## config.mk

```make
export PLATFORM = sky130hd
export DESIGN_NAME = apb_acc_master
export DESIGN_NICKNAME = d
export VERILOG_FILES = /design/src/rtl/acc_pkg.sv /design/src/rtl/apb_timeout_cnt.sv /design/src/rtl/apb_acc_master.sv
export SDC_FILE = /design/constraint.sdc
export NUM_CORES = 1
export LEC_CHECK = 0
export BUFFER_PORTS_ARGS = -buffer_cell sky130_fd_sc_hd__buf_2
export CORE_AREA = 2 2 96 98
export CTS_CLUSTER_SIZE = 40
export DETAILED_ROUTE_END_ITERATION = 16
export DIE_AREA = 0 0 98 100
export MAX_ROUTING_LAYER = met4
export PLACE_DENSITY_LB_ADDON = 0.15
export REMOVE_ABC_BUFFERS = 1
export SYNTH_ARGS = -nofsm -noshare
export SYNTH_HDL_FRONTEND = slang
export SYNTH_HIERARCHICAL = 1
export SYNTH_SLANG_ARGS = --single-unit
export TNS_END_PERCENT = 100
```

## constraint.sdc

```tcl
create_clock -name HCLK -period 3.29 [get_ports HCLK]
set_input_delay 0.4935 -clock HCLK [delete_from_list [all_inputs] [get_ports HCLK]]
set_output_delay 0.4935 -clock HCLK [all_outputs]
set_load 0.1 [all_outputs]
```

## src/rtl/acc_pkg.sv

```systemverilog
// Shared definitions for the accelerator APB initiator: FSM encoding and slave register map.
package acc_pkg;

  typedef enum logic [1:0] {
    ST_IDLE   = 2'd0,
    ST_SETUP  = 2'd1,
    ST_ACCESS = 2'd2,
    ST_RESP   = 2'd3
  } state_t;

  localparam logic [12:0] ACC_EN_ADDR     = 13'h1FF0;
  localparam logic [12:0] ACC_LOAD_A_ADDR = 13'h1FF4;
  localparam logic [12:0] ACC_LOAD_X_ADDR = 13'h1FF8;
  localparam logic [31:0] ACC_EN_VALUE    = 32'd1;
  localparam logic [31:0] ACC_END_VALUE   = 32'd0;

  // Byte stride between consecutive 32-bit beats of a burst.
  localparam int APB_ADDR_INC = 4;

endpackage

```

## src/rtl/apb_timeout_cnt.sv

```systemverilog
// Purpose: counts APB ACCESS cycles and flags when the PREADY wait budget is spent.
// Latency: expired is combinational from the count, high during the TIMEOUT_CYCLES-th enabled cycle.
// Backpressure: none; TIMEOUT_CYCLES=0 keeps expired low forever.
module apb_timeout_cnt #(
  parameter int TIMEOUT_CYCLES = 256
) (
  input  logic clk,
  input  logic rst_n,
  input  logic clr,
  input  logic en,
  output logic expired
);

  localparam int CW = (TIMEOUT_CYCLES > 1) ? $clog2(TIMEOUT_CYCLES) : 1;
  localparam logic [CW-1:0] LIMIT = CW'((TIMEOUT_CYCLES > 0) ? TIMEOUT_CYCLES - 1 : 0);

  logic [CW-1:0] cnt;

  always_ff @(posedge clk) begin
    if (!rst_n || clr) begin
      cnt <= '0;
    end else if (en && !expired) begin
      cnt <= cnt + CW'(1);
    end
  end

  assign expired = (TIMEOUT_CYCLES != 0) && en && (cnt == LIMIT);

endmodule

```

## src/rtl/apb_acc_master.sv

```systemverilog
// Purpose: turns a valid/ready command stream into APB SETUP/ACCESS beats, one response per beat.
// Latency: response valid 3 cycles after command handshake with PREADY high; 3 cycles/beat in bursts.
// Backpressure: cmd_ready only in IDLE; a stalled response holds its payload and blocks the next beat.
module apb_acc_master
  import acc_pkg::*;
#(
  parameter int APB_ADDR_WIDTH = 13,
  parameter int TIMEOUT_CYCLES = 256
) (
  input  logic                      HCLK,
  input  logic                      HRESETn,
  input  logic                      cmd_valid,
  output logic                      cmd_ready,
  input  logic                      cmd_write,
  input  logic [APB_ADDR_WIDTH-1:0] cmd_addr,
  input  logic [31:0]               cmd_wdata,
  input  logic [7:0]                cmd_len,
  output logic                      rsp_valid,
  input  logic                      rsp_ready,
  output logic [31:0]               rsp_rdata,
  output logic                      rsp_err,
  output logic                      rsp_last,
  output logic                      busy,
  output logic [APB_ADDR_WIDTH-1:0] PADDR,
  output logic [31:0]               PWDATA,
  output logic                      PWRITE,
  output logic                      PSEL,
  output logic                      PENABLE,
  input  logic [31:0]               PRDATA,
  input  logic                      PREADY,
  input  logic                      PSLVERR
);

  localparam logic [APB_ADDR_WIDTH-1:0] ADDR_INC = APB_ADDR_WIDTH'(APB_ADDR_INC);

  state_t     state;
  logic [7:0] beats_left;
  logic       tmo_expired;

  assign cmd_ready = (state == ST_IDLE);

  apb_timeout_cnt #(
    .TIMEOUT_CYCLES(TIMEOUT_CYCLES)
  ) u_tmo (
    .clk    (HCLK),
    .rst_n  (HRESETn),
    .clr    (state == ST_SETUP),
    .en     (state == ST_ACCESS),
    .expired(tmo_expired)
  );

  always_ff @(posedge HCLK) begin
    if (!HRESETn) begin
      state      <= ST_IDLE;
      beats_left <= 8'd0;
      busy       <= 1'b0;
      PSEL       <= 1'b0;
      PENABLE    <= 1'b0;
      PWRITE     <= 1'b0;
      PADDR      <= '0;
      PWDATA     <= 32'd0;
      rsp_valid  <= 1'b0;
      rsp_rdata  <= 32'd0;
      rsp_err    <= 1'b0;
      rsp_last   <= 1'b0;
    end else begin
      case (state)
        ST_IDLE: begin
          if (cmd_valid) begin
            state      <= ST_SETUP;
            busy       <= 1'b1;
            PSEL       <= 1'b1;
            PENABLE    <= 1'b0;
            PADDR      <= cmd_addr;
            PWRITE     <= cmd_write;
            beats_left <= cmd_write ? 8'd0 : cmd_len;
            if (cmd_write) begin
              PWDATA <= cmd_wdata;
            end
          end
        end
        ST_SETUP: begin
          state   <= ST_ACCESS;
          PENABLE <= 1'b1;
        end
        ST_ACCESS: begin
          // A completing PREADY wins over a timeout landing on the same cycle.
          if (PREADY) begin
            state     <= ST_RESP;
            PSEL      <= 1'b0;
            PENABLE   <= 1'b0;
            rsp_valid <= 1'b1;
            rsp_rdata <= PWRITE ? 32'd0 : PRDATA;
            rsp_err   <= PSLVERR;
            rsp_last  <= PSLVERR || (beats_left == 8'd0);
          end else if (tmo_expired) begin
            state     <= ST_RESP;
            PSEL      <= 1'b0;
            PENABLE   <= 1'b0;
            rsp_valid <= 1'b1;
            rsp_rdata <= 32'd0;
            rsp_err   <= 1'b1;
            rsp_last  <= 1'b1;
          end
        end
        ST_RESP: begin
          if (rsp_ready) begin
            rsp_valid <= 1'b0;
            // rsp_last already folds in errors, so it alone decides whether the burst continues.
            if (!rsp_last) begin
              state      <= ST_SETUP;
              PSEL       <= 1'b1;
              PADDR      <= PADDR + ADDR_INC;
              beats_left <= beats_left - 8'd1;
            end else begin
              state <= ST_IDLE;
              busy  <= 1'b0;
            end
          end
        end
        default: begin
          state <= ST_IDLE;
          busy  <= 1'b0;
        end
      endcase
    end
  end

endmodule

```

==> flow_summary_export.csv, run 1 <==
group,metric,value,unit
timing,fmax,421.9,MHz
critical_path,cp.arrival,2.67,ns
critical_path,max_stage_delay,0.60,ns
grt,antenna_found_initial,0,
power_and_ir_drop,irDropWorstVdd,0.6282,mV
drt,firstDrtPassIters,4,
worst_hold_path,worstHoldPathType,"input pin to flip-flop",
die,io_pins,177,
drt,drc,0,
timing,period_share,72.05,%
clock_network,postCtsResizedCells,0,
drt,viasPerCell,5.276,
die,initial_core_util,50.01,%
placed_design,dp_hpwl,8.339,mm
yosys,yosysSeqAreaShare,45.93,%
timing,tightest_slew,0.8412,ns
placed_design,dpl_cell_area,5384,um2
layout,syn_to_final_growth,25.30,%
clock_network,cts-hold-fix-buffers,0,
clock_network,cts_tree,"built",
timing,setup_violations,0,
critical_path,endpoint_kind,"flip-flop",
yosys,synth_edf_count,0,
clock_network,postCtsSetupRepairBufs,0,
timing,setup_tns,0,ns
timing,holdWs,0.3406,ns
timing,hold_violations,0,
yosys,syn_inst,559,
timing,slew_viol_final,0,
clock_network,cts.clk_slew.worst_paths,0.10,ns
grt,grt_max_degree,40,
die,die_area,9800,um2
clock_network,h-tree-depth,3,
placed_design,place_congestion,0.8893,
timing,clock_skew,0.01170,ns
layout,final_util,62.66,%
power_and_ir_drop,power.density,797.2,nW/um2
critical_path,cp.required,3.59,ns
yosys,postSynthAreaPerCell,7.953,um2
critical_path,path_cells,"inv_1 > ha_1 > mux2i_1 > a21o_1 > or4_1 > a31oi_1",
clock_network,insertion_delay,0.37,ns
yosys,synth_area,4446,um2
grt,met2_usage,38.30,%
yosys,ys_warn_count,6,
critical_path,startpoint_type,"flip-flop",
grt,grtUsageMet3,7.242,%
die,die_y,100,um
layout,fillers,829,
layout,layout-drive-gt1-share,29.78,%
timing,period_needed,2.370,ns
clock_network,cts_buffers,9,
yosys,ys_seq_elements,102,
grt,grt_usage,23.52,%
power_and_ir_drop,total_power,4.441,mW
flow_run,max_cap_violations,0,
die,fp.dieW,98,um
critical_path,critPathMaxFanout,23,
die,design.core.area,8890,um2
layout,fin_area,5570,um2
die,placementRows,35,
drt,drt_iter0_drc,148,
drt,vias,4395,
outcome,outcome,"finished clean",
timing,slew_headroom,43.92,%
layout,nNetsFinal,819,
critical_path,crit_family,"compound AO/OA/AOI/OAI gates",
critical_path,crit_type,"flip-flop to flip-flop",
timing,rsz0062_at_grt,"false",
critical_path,slowest_stage,"or4_1",
yosys,synth.top_cell.area_share,45.93,%
clock_network,clkSinkCount,102,
drt,totalWireLength,11.42,mm
yosys,synth_area_leaders,"dfxtp_1 46%, nand2_1 11%, a21oi_1 10%",
clock_network,cts_buffer_depth,2,
yosys,synth_ff_type,"dfxtp_1",
clock_network,clockRootBuffer,"clkbuf_8",
grt,grt_overflow,0,
grt,grt_pass1_wl,18.34,mm
drt,postRouteAntennaNets,0,
power_and_ir_drop,p_leak,2.426,nW
grt,grt_pass1_vias,3957,
yosys,yosys.area.top_type,"dfxtp_1",
layout,n_antenna_cell,0,
grt,busiest_layer,"met2",
critical_path,crit_buf_inv,1,
yosys,synthArstFlopShare,0,%
drt,wl_per_cell,13.71,um
placed_design,port_buffers,176,
yosys,synth_cell_types,52,
grt,use_met1,28.13,%
==> cells by family after synthesis <==
family / count (synthesis) / synth area share [%]
AOI/OAI and AO/OA: 148 / 19.59
adders and majority gates: 9 / 2.533
buffers and inverters: 52 / 4.897
DFF: 102 / 45.93
muxes: 8 / 1.801
and+or+nand+nor: 240 / 25.25
==> layer usage <==
metal / vias to the layer above / wire length [um]
li1: 2252 / -
met1: 1988 / 4884
met2: 140 / 5509
met3: 15 / 818
met4: 0 / 210
met5: - / 0
==> Yosys cell counts, types with 6 or more instances <==
cell type  instances
nand2_1          126
dfxtp_1          102
a31oi_1            6
mux2i_1            8
o22ai_1            8
inv_1             14
nor2b_1           13
clkbuf_1          28
nand3_1           38
nor2_1            14
o21ai_0           14
nor3_1             8
nand2b_1           9
ha_1               9
a21oi_1           89
==> worst min-delay path: stages <==
cell	delay, ns
buf_2	0.09
nand2_1	0.04
a21oi_1	0.05
==> path summary, 6_finish.rpt <==
path	from	endpoint	slack (ns)	cells after the start
max	state[0]	PADDR[11]	0.92	6
min	cmd_wdata[23]	PWDATA[23]	0.34	3
min reg2reg	rsp_rdata[0]	rsp_rdata[0]	0.45	2
max reg2reg	state[0]	PADDR[11]	0.92	6
==> power breakdown <==
| part | switching (mW) | internal [mW] | total, mW |
|---|---|---|---|
| combinational | 1.66 | 0.464 | 2.12 |
| sequential | 0.137 | 1.41 | 1.54 |
| clock | 0.426 | 0.348 | 0.774 |
| total | 2.22 | 2.22 | 4.44 |
==> cells in the final DEF, fill, tap and decap left out, types with 3 or more instances in the layout <==
cell type,count
buf_2,176
nand2_1,126
dfxtp_1,102
a21oi_1,89
nand3_1,38
o21ai_0,14
inv_1,13
nor2_1,13
nor2b_1,12
buf_4,10
nand2b_1,9
ha_1,9
clkbuf_8,9
nor3_1,8
mux2i_1,8
o22ai_1,8
a31oi_1,6
nor3b_1,5
a211oi_1,5
a32oi_1,4
nand4_1,4
or2_2,4
o2bb2ai_1,4
and3_1,3
or3_1,3
clkinv_2,3
==> state kept, by name (all words and copies together) (netlist names) <==
| signal | cells |
|---|---|
| PWRITE | 1 |
| PENABLE | 1 |
| PSEL | 1 |
| PADDR | 13 |
| rsp_rdata | 32 |
| beats_left | 8 |
| rsp_last | 1 |
| busy | 1 |
| rsp_err | 1 |
| PWDATA | 32 |
| state | 2 |
| u_tmo/cnt | 8 |
| rsp_valid | 1 |
==> cell type report <==
cell class	instances	area [um2]	share of cell area, %
clock buffer	9	123.9	2.224
tap	111	138.9	2.493
timing repair buffer	186	955.9	17.16
multi-input combinational	405	2195	39.40
sequential	102	2042	36.66
inverter	14	52.55	0.9434
clock inverter	6	62.56	1.123
==> per-stage QoR <==
stage	worst slack, ns	cells
after floorplan	0.3199	521
after global routing	0.6873	833
after global placement	1.061	818
after CTS	0.9041	833
after detailed placement	0.9233	818
final	0.9196	833
No activity file was read; power rests on OpenSTA's default activity.
==> inputs of run 2 (changes only) <==
--- a/config.mk
+++ b/config.mk
@@ -6,10 +6,10 @@
 export NUM_CORES = 1
 export LEC_CHECK = 0
 export BUFFER_PORTS_ARGS = -buffer_cell sky130_fd_sc_hd__buf_2
-export CORE_AREA = 2 2 96 98
+export CORE_AREA = 2 2 99 101
 export CTS_CLUSTER_SIZE = 40
 export DETAILED_ROUTE_END_ITERATION = 16
-export DIE_AREA = 0 0 98 100
+export DIE_AREA = 0 0 101 103
 export MAX_ROUTING_LAYER = met4
 export PLACE_DENSITY_LB_ADDON = 0.15
 export REMOVE_ABC_BUFFERS = 1
==> constraint.sdc (replaced) <==
create_clock -name HCLK -period 2.3 [get_ports HCLK]
set_input_delay 0.345 -clock HCLK [delete_from_list [all_inputs] [get_ports HCLK]]
set_output_delay 0.345 -clock HCLK [all_outputs]
set_load 0.1 [all_outputs]
==> flow_summary_export.csv, run 2 (synthesis results as in run 1) <==
group,metric,value,unit
critical_path,crit_family,"simple AND/OR/NAND/NOR gates",
critical_path,max_stage_delay,0.41,ns
placed_design,place_congestion,0.8429,
clock_network,cts_tree,"built",
layout,syn_to_final_growth,26.91,%
drt,totalWireLength,11.75,mm
power_and_ir_drop,combPwrFrac,48.4,%
timing,period_share,89.13,%
clock_network,h-tree-depth,3,
layout,layout-drive-gt1-share,30.49,%
layout,n_antenna_cell,0,
grt,antenna_found_initial,0,
worst_hold_path,hold_depth,3,
power_and_ir_drop,seqPwrFrac,34.6,%
timing,tightest_slew,0.6566,ns
clock_network,cts-hold-fix-buffers,0,
worst_hold_path,worstHoldPathType,"input pin to flip-flop",
placed_design,dp_hpwl,8.458,mm
timing,setup_violations,0,
placed_design,dpl_cell_area,5453,um2
drt,wl_met3,638,um
layout,largestRegisters,"PWDATA (32), rsp_rdata (32), PADDR (13)",
power_and_ir_drop,pwr-share-clk,17.0,%
drt,drt_iter0_drc,129,
clock_network,postCtsResizedCells,0,
drt,viasPerCell,5.308,
die,die_area,10400,um2
layout,nNetsFinal,824,
grt,grt_max_degree,44,
clock_network,clkSinkCount,102,
drt,wl_met1,5.168,mm
die,design.core.area,9459,um2
drt,firstDrtPassIters,4,
critical_path,path_depth,9,
clock_network,cts.clk_slew.worst_paths,0.11,ns
die,fp.dieW,101,um
outcome,outcome,"finished clean",
clock_network,insertion_delay,0.37,ns
drt,top_layer,"met4",
power_and_ir_drop,p_leak,2.457,nW
clock_network,clockRootBuffer,"clkbuf_8",
power_and_ir_drop,intPower,3.173,mW
timing,holdWs,0.1990,ns
critical_path,path_cells,"inv_1 > ha_1 > and3_1 > and3_2 > nor3b_1 > buf_4 > nor3_1 > mux2i_1 > nor2_1",
drt,postRouteAntennaNets,0,
die,initial_core_util,47.00,%
layout,final_cell_mix,"176 x buf_2, 126 x nand2_1, 102 x dfxtp_1",
critical_path,critPathMaxFanout,5,
drt,vias,4469,
timing,fmax,487.8,MHz
power_and_ir_drop,sw_frac_of_total,50.54,%
timing,period_needed,2.050,ns
grt,grt_pass1_wl,18.20,mm
drt,drc,0,
die,die_y,103,um
layout,fin_area,5642,um2
grt,grt_pass1_vias,4022,
critical_path,endpoint_kind,"flip-flop",
drt,wl_per_cell,13.96,um
clock_network,cts_buffer_depth,2,
timing,hold_violations,0,
die,io_pins,177,
grt,grt_overflow,0,
critical_path,cp.arrival,2.29,ns
clock_network,postCtsSetupRepairBufs,0,
timing,rsz0062_at_grt,"false",
critical_path,crit_type,"flip-flop to flip-flop",
placed_design,port_buffers,176,
critical_path,cp.required,2.54,ns
timing,slew_viol_final,0,
clock_network,cts_buffers,9,
flow_run,max_cap_violations,0,
timing,slew_headroom,55.89,%
die,placementRows,36,
power_and_ir_drop,p_switching,3.243,mW
critical_path,slowest_stage,"dfxtp_1",
critical_path,reg2reg_depth,9,
critical_path,crit_buf_inv,2,
layout,layout_commonest_cell,"buf_2",
power_and_ir_drop,irDropWorstVdd,0.6937,mV
critical_path,startpoint_type,"flip-flop",
grt,grt_usage,22.22,%
drt,wl_met2,5.743,mm
power_and_ir_drop,power.density,1137,nW/um2
timing,clock_skew,0.01808,ns
-- run 2: metal layers --
metal,up-vias,GRT usage [%]
met5,-,-
met4,0,7.900
met3,20,3.932
met2,127,36.56
met1,2053,27.61
li1,2269,-
-- run 2: power by group through the flow --
stage | Combinational, mW | Sequential (mW) | Clock (mW)
final | 3.10 | 2.22 | 1.09
after global routing | 3.32 | 2.25 | 1.19
after CTS | 3.12 | 2.21 | 1.13
after detailed placement | 3.11 | 2.25 | 0
after global placement | 3.06 | 2.23 | 0
after floorplan | 1.10 | 3.56 | 0
-- run 2: layout make-up --
class | instances | area (um2)
tap | 114 | 142.6
inverter | 14 | 52.55
timing repair buffer | 191 | 1018
sequential | 102 | 2042
clock inverter | 6 | 51.30
multi-input combinational | 405 | 2197
fill | 890 | 3817
clock buffer | 10 | 137.6
-- run 2: final timing paths --
path | start | end | slack [ns]
max | state[0] | PENABLE | 0.25
max reg2reg | state[0] | PENABLE | 0.25
min reg2reg | rsp_rdata[0] | rsp_rdata[0] | 0.45
min | cmd_wdata[8] | PWDATA[8] | 0.20
-- run 2: worst reg2reg max path: stages (launching register included) --
cell and delay, ns:
dfxtp_1 0.41, inv_1 0.11, ha_1 0.22, and3_1 0.23, and3_2 0.25, nor3b_1 0.26, buf_4 0.18, nor3_1 0.05
mux2i_1 0.16, nor2_1 0.05
-- run 2: stage by stage --
step | util (%) | power (mW) | setup slack (ns) | setup TNS, ns | instances
after CTS | 59.64 | 6.458 | 0.2336 | 0 | 842
after detailed placement | 57.65 | 5.362 | 0.2487 | 0 | 826
after global placement | 57.65 | 5.292 | 0.3417 | 0 | 826
after global routing | 59.64 | 6.764 | 0.06775 | 0 | 842
after floorplan | - | 4.657 | -0.6701 | -36.29 | 521
final | 59.64 | 6.416 | 0.2500 | 0 | 842
